### src/rtl/uart_arb_pkg.sv
// -----------------------------------------------------------------------------
// uart_arb_pkg
// Shared types, constants and the round-robin pick function for the UART
// transmit arbiter and any other byte-stream arbiter built on rr_arbiter.
//
// Contents:
//   arb_state_t : arbiter FSM state (IDLE, GRANT)
//   BYTE_W      : width of one stream byte
//   MAX_REQ     : largest requester count the pick function handles
//   IDX_W       : index width matching MAX_REQ
//   rr_pick     : round-robin search starting just after 'last', with wrap.
//                 Requesters beyond the real count are removed by 'mask'.
// -----------------------------------------------------------------------------
package uart_arb_pkg;

    typedef enum logic {
        IDLE  = 1'b0,
        GRANT = 1'b1
    } arb_state_t;

    localparam int BYTE_W  = 8;
    localparam int MAX_REQ = 8;
    localparam int IDX_W   = 3;

    // Returns the first live request found at last+1, last+2, ... (mod MAX_REQ).
    // Because the mask is a contiguous run of low bits, wrapping at MAX_REQ
    // visits the live requesters in the same order as wrapping at the real
    // requester count. 'last' itself is visited last, so it has lowest priority.
    // Result is undefined-but-harmless (zero) when nothing is live.
    function automatic logic [IDX_W-1:0] rr_pick(
        input logic [MAX_REQ-1:0] req,
        input logic [IDX_W-1:0]   last,
        input logic [MAX_REQ-1:0] mask
    );
        logic [MAX_REQ-1:0] live;
        logic [IDX_W-1:0]   idx;
        logic [IDX_W-1:0]   result;
        logic               found;
        live   = req & mask;
        result = '0;
        found  = 1'b0;
        for (int k = 1; k <= MAX_REQ; k++) begin
            idx = last + IDX_W'(k);
            if (!found && live[idx]) begin
                result = idx;
                found  = 1'b1;
            end
        end
        return result;
    endfunction

endpackage

### src/rtl/axis_if.sv
// -----------------------------------------------------------------------------
// axis_if
// Minimal byte stream handshake: a transfer happens when vld & rdy.
//
// Signals:
//   data : payload, W bits
//   vld  : source has data
//   rdy  : sink can accept
// Modports: master (drives data/vld), slave (drives rdy).
// -----------------------------------------------------------------------------
interface axis_if #(
    parameter int W = 8
);
    logic [W-1:0] data;
    logic         vld;
    logic         rdy;

    modport master (output data, output vld, input rdy);
    modport slave  (input data, input vld, output rdy);
endinterface

### src/rtl/rr_arbiter.sv
// -----------------------------------------------------------------------------
// rr_arbiter
// Purely combinational round-robin picker. Intended for reuse by other
// port arbiters (e.g. a frame-buffer port arbiter).
//
// Parameters:
//   N  : number of requesters (2..8)
//   IW : index width, $clog2(N) with a minimum of 1
// Ports:
//   req  in  N   request bits
//   last in  IW  index granted last time (lowest priority this pick)
//   pick out IW  first set request after 'last', wrapping
//   any  out 1   at least one request is set
// -----------------------------------------------------------------------------
module rr_arbiter
    import uart_arb_pkg::*;
#(
    parameter int N  = 3,
    parameter int IW = (N > 1) ? $clog2(N) : 1
) (
    input  logic [N-1:0]  req,
    input  logic [IW-1:0] last,
    output logic [IW-1:0] pick,
    output logic          any
);

    logic [MAX_REQ-1:0] req_wide;
    logic [MAX_REQ-1:0] mask_wide;
    logic [IDX_W-1:0]   last_wide;
    logic [IDX_W-1:0]   pick_wide;

    // Widen the request vector to the function's fixed width; slots with no
    // real requester are tied off and masked.
    genvar gi;
    for (gi = 0; gi < MAX_REQ; gi++) begin : g_pad
        if (gi < N) begin : g_live
            assign req_wide[gi]  = req[gi];
            assign mask_wide[gi] = 1'b1;
        end else begin : g_dead
            assign req_wide[gi]  = 1'b0;
            assign mask_wide[gi] = 1'b0;
        end
    end

    assign last_wide = IDX_W'(last);
    assign pick_wide = rr_pick(req_wide, last_wide, mask_wide);
    assign pick      = IW'(pick_wide);
    assign any       = |req;

endmodule

### src/rtl/uart_tx_arb.sv
// -----------------------------------------------------------------------------
// uart_tx_arb
// Shares one UART transmit byte stream between NUM_REQ requesters using
// round-robin arbitration with burst locking: once granted, a requester keeps
// the stream until it has sent MAX_BURST bytes or goes idle while the UART is
// ready. One dead (IDLE) cycle separates consecutive grants.
//
// Build option:
//   UART_ARB_PRIO_EN  defined   : requester 0 wins every pick it requests at;
//                                 the others share round-robin, and the
//                                 pointer moves only on their grants. Grants
//                                 are never pre-empted.
//                     undefined : plain round-robin over all requesters.
//
// Parameters:
//   NUM_REQ   : requester count (2..8)
//   MAX_BURST : bytes per grant before forced re-arbitration (1..255)
// Ports:
//   clk        in   1            system clock
//   rst        in   1            asynchronous, active-low reset
//   req_data   in   NUM_REQ*8    requester i byte at [8i+7:8i]
//   req_vld    in   NUM_REQ      requester byte valid
//   req_rdy    out  NUM_REQ      requester byte accepted when vld & rdy
//   axis_tx    axis_if.master    byte stream towards the UART transmitter
//   grant_vld  out  1            a requester holds the grant
//   grant_id   out  OWN_W        current owner, meaningful when grant_vld
// -----------------------------------------------------------------------------
module uart_tx_arb
    import uart_arb_pkg::*;
#(
    parameter  int NUM_REQ   = 3,
    parameter  int MAX_BURST = 64,
    localparam int OWN_W     = (NUM_REQ > 1) ? $clog2(NUM_REQ) : 1
) (
    input  logic                      clk,
    input  logic                      rst,
    input  logic [NUM_REQ*BYTE_W-1:0] req_data,
    input  logic [NUM_REQ-1:0]        req_vld,
    output logic [NUM_REQ-1:0]        req_rdy,
    axis_if.master                    axis_tx,
    output logic                      grant_vld,
    output logic [OWN_W-1:0]          grant_id
);

    localparam logic [7:0]       BURST_LIMIT = 8'(MAX_BURST);
    localparam logic [OWN_W-1:0] LAST_INIT   = OWN_W'(NUM_REQ - 1);

    arb_state_t         state_reg;
    logic [OWN_W-1:0]   owner_reg;
    logic [OWN_W-1:0]   last_reg;
    logic [7:0]         burst_cnt_reg;
    logic [7:0]         burst_cnt_next;

    logic               in_grant;
    logic               owner_vld;
    logic               tx_ok;
    logic               burst_done;
    logic               owner_gap;

    logic [NUM_REQ-1:0] rr_req;
    logic [OWN_W-1:0]   rr_pick_idx;
    logic               rr_any;
    logic [OWN_W-1:0]   sel_idx;
    logic               sel_any;
    logic               sel_moves_ptr;

    logic [BYTE_W-1:0]  lane [NUM_REQ];

    // ------------------------------------------------------------------
    // Pick logic
    // ------------------------------------------------------------------
    rr_arbiter #(
        .N  (NUM_REQ),
        .IW (OWN_W)
    ) u_rr (
        .req  (rr_req),
        .last (last_reg),
        .pick (rr_pick_idx),
        .any  (rr_any)
    );

`ifdef UART_ARB_PRIO_EN
    // Requester 0 is taken out of the rotation and overrides it. Its grants
    // leave the pointer alone so the others keep their round-robin order.
    always_comb begin
        rr_req    = req_vld;
        rr_req[0] = 1'b0;
    end
    assign sel_idx       = req_vld[0] ? '0 : rr_pick_idx;
    assign sel_any       = req_vld[0] | rr_any;
    assign sel_moves_ptr = ~req_vld[0];
`else
    assign rr_req        = req_vld;
    assign sel_idx       = rr_pick_idx;
    assign sel_any       = rr_any;
    assign sel_moves_ptr = 1'b1;
`endif

    // ------------------------------------------------------------------
    // Output mux towards the UART
    // ------------------------------------------------------------------
    genvar gi;
    for (gi = 0; gi < NUM_REQ; gi++) begin : g_lane
        localparam logic [OWN_W-1:0] IDX = OWN_W'(gi);
        assign lane[gi]    = req_data[gi*BYTE_W +: BYTE_W];
        // Only the owner ever sees rdy, so at most one bit is high.
        assign req_rdy[gi] = in_grant & (owner_reg == IDX) & axis_tx.rdy;
    end

    assign in_grant       = (state_reg == GRANT);
    assign owner_vld      = req_vld[owner_reg];
    assign tx_ok          = in_grant & owner_vld & axis_tx.rdy;
    assign burst_cnt_next = burst_cnt_reg + 8'd1;
    assign burst_done     = tx_ok && (burst_cnt_next == BURST_LIMIT);
    // Release on an idle owner only when the UART could have taken a byte;
    // while the UART is busy the owner may stall without losing the grant,
    // which also guarantees the owner never changes under vld & !rdy.
    assign owner_gap      = in_grant & axis_tx.rdy & ~owner_vld;

    assign axis_tx.vld    = in_grant & owner_vld;
    assign axis_tx.data   = in_grant ? lane[owner_reg] : '0;
    assign grant_id       = owner_reg;

    // ------------------------------------------------------------------
    // Arbitration FSM
    // ------------------------------------------------------------------
    always_ff @(posedge clk or negedge rst) begin
        if (!rst) begin
            state_reg     <= IDLE;
            owner_reg     <= '0;
            last_reg      <= LAST_INIT;
            burst_cnt_reg <= '0;
            grant_vld     <= 1'b0;
        end else begin
            case (state_reg)
                IDLE: begin
                    if (sel_any) begin
                        state_reg     <= GRANT;
                        owner_reg     <= sel_idx;
                        burst_cnt_reg <= '0;
                        grant_vld     <= 1'b1;
                        if (sel_moves_ptr) begin
                            last_reg <= sel_idx;
                        end
                    end
                end
                GRANT: begin
                    if (tx_ok) begin
                        burst_cnt_reg <= burst_cnt_next;
                    end
                    if (burst_done || owner_gap) begin
                        state_reg <= IDLE;
                        grant_vld <= 1'b0;
                    end
                end
                default: begin
                    state_reg <= IDLE;
                    grant_vld <= 1'b0;
                end
            endcase
        end
    end

endmodule

### src/flat_wrapper.sv
// flat-port wrapper written by rule: the top's interface ports become plain ports
module uart_tx_arb_flat import uart_arb_pkg::*;
#(
    parameter  int NUM_REQ   = 3,
    parameter  int MAX_BURST = 64,
    localparam int OWN_W     = (NUM_REQ > 1) ? $clog2(NUM_REQ) : 1
)
  (clk, rst, req_data, req_vld, req_rdy, grant_vld, grant_id, axis_tx_data, axis_tx_vld, axis_tx_rdy);
  axis_if #(.W(8)) axis_tx_i ();
  input  logic clk;
  input  logic rst;
  input  logic [NUM_REQ*BYTE_W-1:0] req_data;
  input  logic [NUM_REQ-1:0] req_vld;
  output logic [NUM_REQ-1:0] req_rdy;
  output logic grant_vld;
  output logic [OWN_W-1:0] grant_id;
  output wire logic [$bits(axis_tx_i.data)-1:0] axis_tx_data;
  output wire logic [$bits(axis_tx_i.vld)-1:0] axis_tx_vld;
  input wire logic [$bits(axis_tx_i.rdy)-1:0] axis_tx_rdy;
  assign axis_tx_data = axis_tx_i.data;
  assign axis_tx_vld = axis_tx_i.vld;
  assign axis_tx_i.rdy = axis_tx_rdy;
  uart_tx_arb #(.NUM_REQ(NUM_REQ), .MAX_BURST(MAX_BURST)) u_core (.clk(clk), .rst(rst), .req_data(req_data), .req_vld(req_vld), .req_rdy(req_rdy), .axis_tx(axis_tx_i), .grant_vld(grant_vld), .grant_id(grant_id));
endmodule
### config.mk
export PLATFORM = sky130hd
export DESIGN_NAME = uart_tx_arb_flat
export DESIGN_NICKNAME = d
export VERILOG_FILES = /design/src/rtl/uart_arb_pkg.sv /design/src/rtl/axis_if.sv /design/src/rtl/rr_arbiter.sv /design/src/rtl/uart_tx_arb.sv /design/src/flat_wrapper.sv
export SDC_FILE = /design/constraint.sdc
export NUM_CORES = 1
export LEC_CHECK = 0
export ABC_CLOCK_PERIOD_IN_PS = 2400
export CAP_MARGIN = 20
export CORE_MARGIN = 5
export CORE_UTILIZATION = 43
export CTS_BUF_LIST = sky130_fd_sc_hd__clkbuf_4
export CTS_CLUSTER_DIAMETER = 30
export DETAILED_ROUTE_END_ITERATION = 8
export PLACE_DENSITY = 0.78
export SLEW_MARGIN = 0
export SYNTH_ARGS = -nofsm -noshare
export SYNTH_HDL_FRONTEND = slang
export SYNTH_SLANG_ARGS = --single-unit
### constraint.sdc
create_clock -name clk -period 2.4 [get_ports clk]
set_clock_uncertainty 0.1 [all_clocks]
set_input_delay 0.48 -clock clk [delete_from_list [all_inputs] [get_ports clk]]
set_output_delay 0.48 -clock clk [all_outputs]
set_load 0.02 [all_outputs]
After elaboration in Yosys (flattened, before gate mapping). Cells that the tools add are included. Widths: inputs -> output; s select.

Flip-flop bits (word level): 14. Bits of input ports: 30. Output and inout port bits: 15. Logic and storage cells: 109.

$add $sub $neg: 8. Order comparisons: 10. Equal/unequal tests: 6. Muxes and demuxes: 46. Bitwise logic cells: 13. Reduce and logical (&&, ||, !) cells: 21.

Operators with widths (count): $mux 8 (5); $lt 3x4->1 const B (7); $bmux 1 s3 (7); $mux 1 (20); $bmux 8 s2 (1); $mux 2 (8); $pmux 8 s2 (1); $add 2x3->3 const B (4); $and 1x1->1 (10); $add 8x1->8 const B (1); $eq 8x7->1 const B (1); $logic_and 1x1->1 (8); $logic_not 1->1 (7); $add 2x2->3 const B (2); $reduce_and 2->1 (3); $bmux 1 s2 (2); $lt 2x4->1 const B (1); $ne 2x2->1 const B (2); $pmux 1 s2 (2); $add 2x1->3 const B (1); $ge 3x3->1 const B (1); $lt 2x3->1 const B (1); $not 2->3 (1); $reduce_or 3->1 (1); 6 further kinds (7).

Longest topological paths before layout.
Depth after elaboration: 25. Depth in mapped cells: 9. Mapped depth without buffers: 7.

Hierarchy. Synthesis repeated with hierarchy kept, for this count alone.

Cells, all modules: 174. Area, all modules: 1397.6 um2.

By module, submodules not included: uart_tx_arb (times used 1, cells each 121, area an instance 988.4 um2, seq. area each 326.6 um2); rr_arbiter (times used 1, cells each 53, area an instance 409.1 um2, seq. area each 0.0 um2).

Worst setup path after synthesis. OpenSTA, ideal clock, no wires.

Path kind: register to register. From: register u_core.last_reg[1]. To: register u_core.last_reg[0]. Library setup time: 139 ps. Arrival time: 2102 ps. Required time: 2161 ps. Setup slack: 58 ps. Cell stages (with the launch flop): 9. Path buffers: 2. Cells stage by stage: dfstp_2 > buf_2 > inv_1 > ha_1 > buf_6 > o311a_1 > or2_1 > o311ai_0 > o21ai_0.

Cells in the longest elaborated chain, start to end: 25. Elaborated cells on any way between the ends: 52.

RTL lines: start, declared (line uart_tx_arb.sv:50) `logic [OWN_W-1:0] last_reg;`; start signal, assigned (line uart_tx_arb.sv:143) `last_reg <= sel_idx;`; $add 2x1->3 (line uart_arb_pkg.sv:43) `idx = last + IDX_W'(k);`; $bmux 1 s3 (line uart_arb_pkg.sv:44) `if (!found && live[idx]) begin`; $mux 1 (implied by the code) (line uart_arb_pkg.sv:44); $mux 1 (line uart_arb_pkg.sv:44); $logic_not 1->1 (line uart_arb_pkg.sv:44); $logic_and 1x1->1 (line uart_arb_pkg.sv:44); $mux 1 (line uart_arb_pkg.sv:44); $logic_not 1->1 (line uart_arb_pkg.sv:44); [... 9 more ...]; $logic_and 1x1->1 (line uart_arb_pkg.sv:44); $mux 1 (line uart_arb_pkg.sv:44); $logic_not 1->1 (line uart_arb_pkg.sv:44); $logic_and 1x1->1 (line uart_arb_pkg.sv:44); $mux 1 (line uart_arb_pkg.sv:44); $logic_not 1->1 (line uart_arb_pkg.sv:44); $logic_and 1x1->1 (line uart_arb_pkg.sv:44); $mux 2 (*) (line uart_arb_pkg.sv:44).

Mark *: on every way between the ends. The rest lies on a longest branch, timed or not. The select of a mux whose other input is x is not followed. A chain may end at the register's enable or synchronous reset.

Worst setup path after layout.
From: register u_core.owner_reg[1] (netlist: u_core.grant_id[1]). To: output port axis_tx_data[4].

Cells in the longest elaborated chain, start to end: 5.

RTL lines: start, declared (line uart_tx_arb.sv:49) `logic [OWN_W-1:0] owner_reg;`; start signal, assigned (line uart_tx_arb.sv:139) `owner_reg <= sel_idx;`; $not 2->3 (implied by the code) (line uart_tx_arb.sv:121) `assign axis_tx.data = in_grant ? lane[owner_reg] : '0;`; $bmux 8 s2 (line uart_tx_arb.sv:121); $mux 8 (implied by the code) (2 in a row) (line uart_tx_arb.sv:121); $mux 8 (line uart_tx_arb.sv:121); end, declared (line flat_wrapper.sv:17) `output wire logic [$bits(axis_tx_i.data)-1:0] axis_tx_data;`.

No other way between the ends. The select of a mux whose other input is x is not followed.

==> results.md <==
- CTS max path bufs: 2
- Core box area: 3003 µm²
- CP Cell Sequence: buf_6 -> mux2i_1 -> o22ai_1 -> and2_1 -> dlygate4sd2_1
- Routed WL per cell: 15.55 µm
- Library cells used by synthesis: 52
- Fin crit period: 2.264 ns
- Final slew viol count: 0
- Skew-Pair Late Insertion Delay: between 0.2 and 0.3 ns
- Total GRT Usage: 19.33%
- Clk root buf: clkbuf_4
- CTS tree: done
- Crit path required time: 1.82 ns
- TNS Setup: 0 ns
- Worst Path Arrival: 1.68 ns
- Power per cell area: 1029 nW/µm²
- Critical path startpoint category: flip-flop
- Mapped Cells: 166
- I/O pins: 45
- Slack of the critical path: about 0.14 ns
- YS warnings: 0
- Die height: between 60 and 70 µm
- Post-cts hold buffer count: 0
- Max VDD drop: 0.4584 mV
- Status: complete, no violations
- Leakage dissipation: about 0.86 nW
- DP Worst Slack: -0.2079 ns
- Via count: about 1500
- Max_slew headroom: 59.83%
- CP Class: reg2out
- Synth Net Count: 200
- Slowest CP cell: dfrtp_1
- Clock slew at reported path FFs: 0.09 ns
- Register area share after synthesis: 24.53%
- RSZ-0062 raised after global routing: false
- Remaining antenna violation count: 0
- First-pass GRT wire length: roughly 6700 µm
- Setup Viol. Count Final: 0
- Die Wd: 65.64 µm
- Largest stage delay, worst path: about 0.44 ns
- Layout cell share with drive strength beyond 1: 17.89%
- Die area: 4309 µm²
- Area of the mapped netlist: approximately 1300 µm²
- Worst Tran Pin Value: 0.6006 ns
- Flops & latches, synth: 13
- Pre-Repair DR Iteration Count: 4
- Synthesis-to-layout area growth: 41.64%
- Hold WS: 0.4539 ns
- Tot Pwr: between 1.5 and 2 mW
- Top_reg_cell synth: dfrtp_1
- Critical Path Fanout Max: 11
- Row count: 20
- EDFF count, synth: 0
- Post-synth ARST share: 100.0%
- Worst setup EP type: output port
- Port buffer count: 44
- H-tree levels: 1
- GPL Wtd Cong: 0.8371
- Placed Cells: between 200 and 250
- Max_cap viols: 0
- # diodes: 0
- Fin cells: approximately 250
- Tcrit/Tclk final: 94.33%
- DP HPWL: around 3000 µm
- Endpoints failing hold: 0
- First DRT Iteration DRCs: 43
- Post-route DRC: 0
- Vias per cell: 5.833
- Grt total ovfl: 0
- Initial antenna violation count: 0
- Mean cell area of the mapped netlist: 8.020 µm²
- Vias in the first global route: 1471
- Final wirelength: 3902 µm
- Post-route cell area: 1886 µm²
- Max FFs per register: 8
- Initial Util: 44.33%
- Final Util: 62.79%
- Pin count of the biggest net entering global routing: 15
- Layout Nets: 253
- Clock sinks: 13
- Peak Freq: roughly 440 MHz
- Hold Crit Class: reg2reg
- DP Area: about 1800 µm²
- Cts bufs inserted: 3
## repair_timing
item | CTS | global route
endpoints found under the hold margin | 0 | 0
setup buffers | 0 | 3
setup endpoints to repair | 12 | 10
gates resized for setup | 13 | 7
## cell usage after synthesis, drive strengths merged, types with 5 or more instances
cell	n	share of area, %
nor2b	8	3.8
dfrtp	12	23
nand2	13	3.7
nor3b	5	3.2
a21oi	11	4.1
nor2	15	4.2
nand3	5	2.3
nor3	5	1.9
mux2i	13	9.8
o21ai	7	2.6
inv	5	1.4
buf	10	5.0
## cell type report
class | instances | area, µm²
fill | 256 | 1117
tap | 33 | 41.29
timing repair buffer | 62 | 560.5
inverter | 5 | 22.52
sequential | 13 | 327.8
multi-input combinational | 134 | 903.4
clock buffer | 4 | 30.03
## cell families (layout without fill, tap and decap cells)
group | count (synthesis) | in the layout | synth area share [%]
and+or+nand+nor | 63 | 63 | 25.38
AOI/OAI and AO/OA | 48 | 48 | 24.25
buffers and inverters | 19 | 71 | 8.176
muxes | 14 | 14 | 10.62
DFF | 13 | 13 | 24.53
xor gates and xnor gates | 5 | 5 | 3.289
adders and majority gates | 4 | 4 | 3.760
## routing by layer
metal | GRT usage [%] | vias to the layer above | wire (µm)
met5 | 0 | - | 0
met4 | 7.254 | 0 | 84
met3 | 4.615 | 12 | 320
met2 | 33.04 | 64 | 1870
met1 | 23.21 | 685 | 1627
li1 | - | 703 | -
## cell usage in the layout (no fill, tap or decap), types with 2 or more instances in the layout
cell	Yosys	layout
nor2b_1	8	8
a31o_2	3	3
nand3_1	4	4
o22ai_1	4	4
o21ai_0	6	6
buf_4	2	17
nor3_1	5	5
dlygate4sd2_1	0	11
dfrtp_1	12	11
nor2_1	15	15
o21bai_1	4	4
ha_1	4	3
a21oi_1	11	11
nand2b_1	2	2
xor2_1	4	4
nand2_1	13	13
clkdlybuf4s50_1	0	32
inv_1	5	4
clkbuf_4	0	4
nor3b_1	4	4
mux2i_1	13	13
and2_1	2	2
a21o_1	3	3
and3_2	2	2
a31oi_1	4	4
## final timing paths
path                                     from                       to  slack [ns]  cells past startpoint
min in group asynchronous                 rst  u_core.burst_cnt_reg[3]        0.47                      1
min                          u_core.grant_vld         u_core.grant_vld        0.45                      1
min reg2reg                  u_core.grant_vld         u_core.grant_vld        0.45                      1
max in group asynchronous                 rst       u_core.last_reg[0]        1.30                      1
max reg2reg                u_core.last_reg[1]       u_core.grant_id[1]        0.21                      8
max                        u_core.grant_id[1]          axis_tx_data[4]        0.14                      5
## critical path, delay by kind of cell (launching register included)
family                 cells  cell delay (ns)
AO/OA/AOI/OAI              1             0.09
buffers and inverters      2             0.51
flip-flops                 1             0.44
multiplexers               1             0.21
AND/OR/NAND/NOR            1             0.15
## where the power goes
| part | internal, mW | total, mW | switching, mW |
|---|---|---|---|
| sequential | 0.276 | 0.340 | 0.0637 |
| combinational | 0.669 | 1.45 | 0.780 |
| clock | 0.0757 | 0.152 | 0.0764 |
| total | 1.02 | 1.94 | 0.920 |
Power figures use the tool's default switching activity.
